===== src/rtl/game_collision_detector.sv =====
// Per-frame sprite overlap detector; confirms overlaps that persist MIN_FRAMES frames.
// Latency: pulse 1 cycle after the confirming frame_end. No backpressure; pulses are fire-and-forget.
// Optional GAME_COLLISION_PIXEL_COUNT_EN: frames need MIN_OVERLAP_PIXELS overlapping pixels.
module game_collision_detector #(
    parameter int MIN_FRAMES         = 2,
    parameter int MIN_OVERLAP_PIXELS = 4
) (
    input  logic       clk,
    input  logic       rst_n,
    input  logic       enable,
    input  logic       clear,
    input  logic       frame_end,
    input  logic       spaceship_rgb_en,
    input  logic       bullet_rgb_en,
    input  logic [2:0] target_rgb_en,
    output logic       collision,
    output logic       collision_bullet,
    output logic [2:0] hit_target,
    output logic       armed
);

    typedef enum logic {SKIP, ARMED} state_t;

    localparam logic [3:0] MIN_F = 4'(MIN_FRAMES);

    state_t     state, state_nxt;
    logic [3:0] ship_cnt, bul_cnt, ship_cnt_nxt, bul_cnt_nxt;
    logic [3:0] ship_inc, bul_inc;
    logic [2:0] bul_tgt, bul_tgt_now, hit_target_nxt;
    logic       collision_nxt, collision_bullet_nxt;
    logic       ship_px, bul_px, ship_frame, bul_frame;

    assign ship_px     = enable & spaceship_rgb_en & (|target_rgb_en);
    assign bul_px      = enable & bullet_rgb_en & (|target_rgb_en);
    // Frame results include the pixel on the frame_end cycle itself.
    assign bul_tgt_now = bul_tgt | (bul_px ? target_rgb_en : 3'b000);
    assign ship_inc    = ship_cnt + 4'd1;
    assign bul_inc     = bul_cnt + 4'd1;
    assign armed       = (state == ARMED);

`ifdef GAME_COLLISION_PIXEL_COUNT_EN
    localparam logic [8:0] MIN_OVL = 9'(MIN_OVERLAP_PIXELS);

    logic [7:0] ship_pix, bul_pix, ship_pix_now, bul_pix_now;

    function automatic logic [7:0] sat_inc(input logic [7:0] v);
        return (v == 8'hFF) ? v : v + 8'd1;
    endfunction

    assign ship_pix_now = ship_px ? sat_inc(ship_pix) : ship_pix;
    assign bul_pix_now  = bul_px ? sat_inc(bul_pix) : bul_pix;
    assign ship_frame   = ({1'b0, ship_pix_now} >= MIN_OVL);
    assign bul_frame    = ({1'b0, bul_pix_now} >= MIN_OVL);

    always_ff @(posedge clk or negedge rst_n) begin
        if (!rst_n) begin
            ship_pix <= 8'd0;
            bul_pix  <= 8'd0;
        end else if (clear || frame_end) begin
            ship_pix <= 8'd0;
            bul_pix  <= 8'd0;
        end else begin
            ship_pix <= ship_pix_now;
            bul_pix  <= bul_pix_now;
        end
    end
`else
    logic ship_seen, bul_seen;
    logic unused_min_ovl;

    assign unused_min_ovl = (MIN_OVERLAP_PIXELS != 0);
    assign ship_frame     = ship_seen | ship_px;
    assign bul_frame      = bul_seen | bul_px;

    always_ff @(posedge clk or negedge rst_n) begin
        if (!rst_n) begin
            ship_seen <= 1'b0;
            bul_seen  <= 1'b0;
        end else if (clear || frame_end) begin
            ship_seen <= 1'b0;
            bul_seen  <= 1'b0;
        end else begin
            ship_seen <= ship_frame;
            bul_seen  <= bul_frame;
        end
    end
`endif

    always_comb begin
        state_nxt            = state;
        ship_cnt_nxt         = ship_cnt;
        bul_cnt_nxt          = bul_cnt;
        hit_target_nxt       = hit_target;
        collision_nxt        = 1'b0;
        collision_bullet_nxt = 1'b0;
        if (clear) begin
            state_nxt      = SKIP;
            ship_cnt_nxt   = 4'd0;
            bul_cnt_nxt    = 4'd0;
            hit_target_nxt = 3'b000;
        end else if (frame_end) begin
            case (state)
                SKIP: state_nxt = ARMED;
                ARMED: begin
                    if (!ship_frame) begin
                        ship_cnt_nxt = 4'd0;
                    end else if (ship_inc == MIN_F) begin
                        collision_nxt = 1'b1;
                        ship_cnt_nxt  = 4'd0;
                    end else begin
                        ship_cnt_nxt = ship_inc;
                    end
                    if (!bul_frame) begin
                        bul_cnt_nxt = 4'd0;
                    end else if (bul_inc == MIN_F) begin
                        collision_bullet_nxt = 1'b1;
                        bul_cnt_nxt          = 4'd0;
                        hit_target_nxt       = bul_tgt_now;
                    end else begin
                        bul_cnt_nxt = bul_inc;
                    end
                end
                default: state_nxt = SKIP;
            endcase
        end
    end

    always_ff @(posedge clk or negedge rst_n) begin
        if (!rst_n) begin
            state            <= SKIP;
            ship_cnt         <= 4'd0;
            bul_cnt          <= 4'd0;
            bul_tgt          <= 3'b000;
            hit_target       <= 3'b000;
            collision        <= 1'b0;
            collision_bullet <= 1'b0;
        end else begin
            state            <= state_nxt;
            ship_cnt         <= ship_cnt_nxt;
            bul_cnt          <= bul_cnt_nxt;
            bul_tgt          <= (clear || frame_end) ? 3'b000 : bul_tgt_now;
            hit_target       <= hit_target_nxt;
            collision        <= collision_nxt;
            collision_bullet <= collision_bullet_nxt;
        end
    end

endmodule


===== config.mk =====
export PLATFORM = sky130hd
export DESIGN_NAME = game_collision_detector
export DESIGN_NICKNAME = d
export VERILOG_FILES = /design/src/rtl/game_collision_detector.sv
export SDC_FILE = /design/constraint.sdc
export NUM_CORES = 1
export LEC_CHECK = 0
export ABC_AREA = 1
export BUFFER_PORTS_ARGS = -buffer_cell sky130_fd_sc_hd__buf_2
export CAP_MARGIN = 20
export CORE_ASPECT_RATIO = 1.2
export CORE_MARGIN = 2
export CORE_UTILIZATION = 53
export CTS_BUF_LIST = sky130_fd_sc_hd__clkbuf_16
export CTS_CLUSTER_SIZE = 28
export DETAILED_ROUTE_END_ITERATION = 12
export MAX_ROUTING_LAYER = met4
export PLACE_DENSITY = 0.83
export SYNTH_ARGS = -nofsm -noshare
export SYNTH_HDL_FRONTEND = slang
export SYNTH_SLANG_ARGS = --single-unit

===== constraint.sdc =====
create_clock -name clk -period 1.5 [get_ports clk]
set_input_delay 0.225 -clock clk [delete_from_list [all_inputs] [get_ports clk]]
set_output_delay 0.225 -clock clk [all_outputs]
set_load 0.005 [all_outputs]

After elaboration in Yosys (flattened, before gate mapping)
Index checks and enable logic that the tools add are counted.
{ "word_totals": {"elab_cells": 59, "input_bits": 10, "ramBits": 0, "mem_count": 0, "latchBits": 0, "mem_bits_ro": 0, "register_bits": 19, "output_inout_bits": 6} }
{ "op_classes": {"n_bitwise": 7, "order_cmp": 0, "mul": 0, "reduce_logical": 8, "add_sub_neg": 2, "mux": 31, "n_div": 0, "eq_ne": 2, "shifts": 0} }
{ "op_table": {"columns": ["operator", "count"], "rows": [
  ["4-bit two-way mux", 10],
  ["3-bit two-way mux", 7],
  ["1-bit two-way mux", 14],
  ["4-bit by 1-bit adder with 4-bit output (second input constant)", 2],
  ["4-bit by 2-bit == test with 1-bit output (second input constant)", 2],
  ["2-bit nonzero test", 4],
  ["1-bit AND", 4],
  ["4-bit AND reduction", 1],
  ["3-bit bitwise OR", 1],
  ["3-bit OR reduction", 1],
  ["1-bit bitwise OR", 2],
  ["2-bit AND reduction", 1],
  ["1-bit logical OR", 1]
]} }

Depth between registers and ports, before layout
{ "depth": {"depth_word": 9, "depth_mapped": 8, "ltp_nobuf": 8} }

Worst setup path after synthesis
No wires, ideal clock.
{ "synth_path": {"kind": "register to register", "from": "register bul_cnt[0]", "to": "register hit_target[0]", "t_required_ns": 1.383, "setup_ns": 0.117, "n_path_buf": 0, "period_less_slack_ns": 1.233, "setup_slack_ns": 0.267, "t_arrival_ns": 1.116, "stages_incl_launch_ff": 9, "path_cell_list": "dfrtp_1 ha_1 inv_1 nand2_1 nand3_2 nor2_4 nand2_2 nand3_1 nand2_1"} }
{ "synth_between": {"elab_chain_len": 4} }
{ "synth_lines": {"columns": ["item", "line_no", "source"], "rows": [
  ["start, declared", "27", "logic [3:0] ship_cnt, bul_cnt, ship_cnt_nxt, bul_cnt_nxt;"],
  ["start signal, assigned", "140", "bul_cnt <= bul_cnt_nxt;"],
  ["4-bit by 1-bit adder with 4-bit output", "38", "assign bul_inc = bul_cnt + 4'd1;"],
  ["4-bit by 2-bit == test with 1-bit output", "115", "end else if (bul_inc == MIN_F) begin"],
  ["2-bit nonzero test (no line)", null, null],
  ["4-bit AND reduction (no line)", null, null],
  ["end signal, assigned", "142", "hit_target <= hit_target_nxt;"],
  ["end, declared", "18", "output logic [2:0] hit_target,"]
]} }
No other way between the ends.
A chain may end at the register's enable or synchronous reset.

Final worst setup path
Same ends and word-level chain as after synthesis.

==> results.py <==
metrics = {
    "outcome": {
        "outcome": "finished, final reports clean",
    },
    "setup_path": {
        "r2r_cells": 7,
        "path_cells": "ha_1 > nand2_2 > nand3_2 > nor2_4 > nand2_2 > nand3_1 > nand2_1",
        "worstPathRequired_ns": 1.64,
        "critPathKind": "register to register",
        "arrival_ns": 1.50,
        "cp-startpoint": "bul_cnt[0]$_DFFE_PN0P_",
        "slowest_delay_ns": 0.45,
        "start_kind": "register",
        "crit_path_top_delay_cell": "dfrtp_2",
        "path_buf_inv": 0,
        "critPathMaxFanout": 6,
        "timing.rr.start": "bul_cnt[0]$_DFFE_PN0P_",
        "cp.depth": 7,
        "path_common_cell": "nand2_2",
        "cp_top_family": "simple AND/OR/NAND/NOR gates",
        "crit_path_end_kind": "register",
    },
    "routing": {
        "firstDrtPassIters": 4,
        "wire_per_inst_um": 12.5,
        "ant_nets": 0,
        "wl_um": 1920,
        "vias": 802,
        "drc": 0,
        "via_per_inst": 5.24,
        "drt_iter0_markers": 27,
    },
    "placed_design": {
        "dpl.hpwl_um": 1410,
        "gp_congestion": 0.851,
        "port_buffers": 15,
        "placed_cells": 148,
    },
    "pwr": {
        "p_total_mw": 1.14,
        "max-vdd-ir-drop_mv": 0.747,
        "leakage_nw": 0.637,
        "powerDensity_nw_per_um2": 983,
    },
    "sta": {
        "setup_tns_ns": 0,
        "fin_crit_sh_pct": 90.7,
        "finalHoldViolCount": 0,
        "rsz0062_at_grt": "no",
        "final-setup-viol-count": 0,
        "report.final.slew_viol_count": 0,
        "whs_ns": 0.251,
        "worstMarginPinSlew_ns": 0.423,
        "min_period_ns": 1.36,
        "max_freq_ghz": 0.735,
        "finalClockSkew_ns": 0.00278,
        "slew_headroom_pct": 71.8,
    },
    "hold_path": {
        "hold_path_startpoint": "clear",
        "hold_path_depth": 2,
        "hold_class": "input port to register",
    },
    "logic_synthesis": {
        "ys_types": 21,
        "yosysWarnings": 0,
        "netlist_area_um2": 968,
        "yosys_register_bits": 19,
        "synth_cells": 115,
        "syn_nets": 129,
        "avgSynthCellArea_um2": 8.42,
        "ys_seq_area_share_pct": 49.1,
    },
    "final_layout": {
        "finalCoreUtilization_pct": 68.8,
        "final_cell_mix": "nand2_1 (25), inv_1 (20), dfrtp_1 (17)",
        "fin_nets": 150,
        "syn2layout_area_growth_pct": 19.5,
        "drive_above_1_share_pct": 23.0,
        "layout.cells.non_filler": 153,
        "final_common_cell": "nand2_1",
        "antenna_cells": 0,
    },
    "global_route": {
        "antenna_found_initial": 0,
        "grt_first_pass_wirelength_um": 3570,
        "grt.overflow.total": 0,
        "grt_pass1_vias": 811,
        "grtUsageTotal_pct": 22.4,
        "grt_max_degree": 20,
    },
    "clocking": {
        "htreeDepth": 1,
        "clockBufferDepth": 2,
        "cts_buffers": 3,
        "cts.root.buffer_cell": "clkbuf_16",
        "postCtsSetupBuffers": 0,
        "insertion_delay_ns": 0.25,
        "clkSlewWorstSetupHoldPaths_ns": 0.05,
        "cts_tree": "yes",
        "cts_sinks": 19,
    },
    "die": {
        "ios": 16,
        "fp-row-count": 16,
        "coreArea_um2": 1680,
        "die_h_um": 50.8,
        "initial_core_util_pct": 57.6,
        "die_width_um": 43.0,
        "dieArea_um2": 2190,
    },
    "flow_run": {
        "max_cap_violations": 0,
    },
}
-- cell type report --
type	instances	area, um^2
repair buffers	16	85.1
clock inverters	1	3.75
multi-input cells	76	418
inverters	20	75.1
well taps	18	22.5
clock buffers	3	75.1
fillers	138	524
flip-flops and latches	19	478
-- cell usage after synthesis --
master | n | area [um^2]
nand2_2 | 3 | 18.8
nand3_2 | 2 | 20.0
a21o_1 | 2 | 15.0
a21oi_1 | 4 | 20.0
nand4_1 | 3 | 18.8
nand2_1 | 25 | 93.8
ha_1 | 4 | 50.1
inv_1 | 19 | 71.3
xnor2_1 | 1 | 8.76
and2_2 | 1 | 7.51
nor2_4 | 2 | 22.5
nor2_1 | 11 | 41.3
inv_2 | 1 | 3.75
nand3b_1 | 1 | 7.51
o21ai_0 | 3 | 15.0
o22ai_1 | 1 | 6.26
nand3_1 | 10 | 50.1
or2_2 | 1 | 6.26
a31o_2 | 1 | 8.76
o21bai_1 | 1 | 7.51
dfrtp_1 | 19 | 475
-- kinds of logic after synthesis --
| logic type | count (synthesis) | share of synthesized area (%) |
|---|---|---|
| AND/OR/NAND/NOR | 59 | 29.6 |
| buffers and inverters | 20 | 7.75 |
| flip-flops | 19 | 49.1 |
| AO/OA/AOI/OAI | 12 | 7.49 |
| adder cells (fa/ha/maj) | 4 | 5.17 |
| XOR/XNOR | 1 | 0.905 |
-- registers in the layout, indices dropped and copies added (netlist names) --
| name | cells |
|---|---|
| collision_bullet | 1 |
| bul_tgt | 3 |
| armed | 1 |
| collision | 1 |
| bul_cnt | 4 |
| ship_cnt | 4 |
| ship_seen | 1 |
| bul_seen | 1 |
| hit_target | 3 |
-- path summary, 6_finish.rpt --
| path | endpoint | slack, ns |
|---|---|---|
| max in group asynchronous | bul_cnt[1]$_DFFE_PN0P_ | 0.72 |
| min reg2reg | hit_target[1]$_DFFE_PN0P_ | 0.50 |
| min in group asynchronous | bul_tgt[0]$_DFF_PN0_ | 0.45 |
| max reg2reg | hit_target[0]$_DFFE_PN0P_ | 0.14 |
| min | collision_bullet$_DFF_PN0_ | 0.25 |
| max | hit_target[0]$_DFFE_PN0P_ | 0.14 |
-- per-stage QoR --
stage                     area (um^2)  setup slack (ns)
after floorplan                   968             0.267
after global placement           1070             0.219
after detailed placement         1070             0.146
after CTS                        1150            0.0952
after global routing             1160           0.00592
final                            1160             0.139
-- report_power, final --
group / switching, mW / leakage, nW / internal (mW) / total [mW]
clock: 0.176 / 0.0423 / 0.354 / 0.530
combinational: 0.0536 / 0.335 / 0.0285 / 0.0821
sequential: 0.00531 / 0.259 / 0.521 / 0.526
-- what timing repair did --
item / CTS / global route
endpoints found under the setup margin: 0 / 4
endpoints found under the hold margin: 19 / 0
resized for setup: 0 / 2
hold buffers: 1 / 0
-- per-layer routing --
layer  wire length [um]  vias up  GRT usage [%]
li1                   -      404              -
met1                850      373           26.9
met2                979       20           38.6
met3                 57        5           3.18
met4                 31        0           7.58
met5                  0        -              -
(Power assumes the default switching activity.)
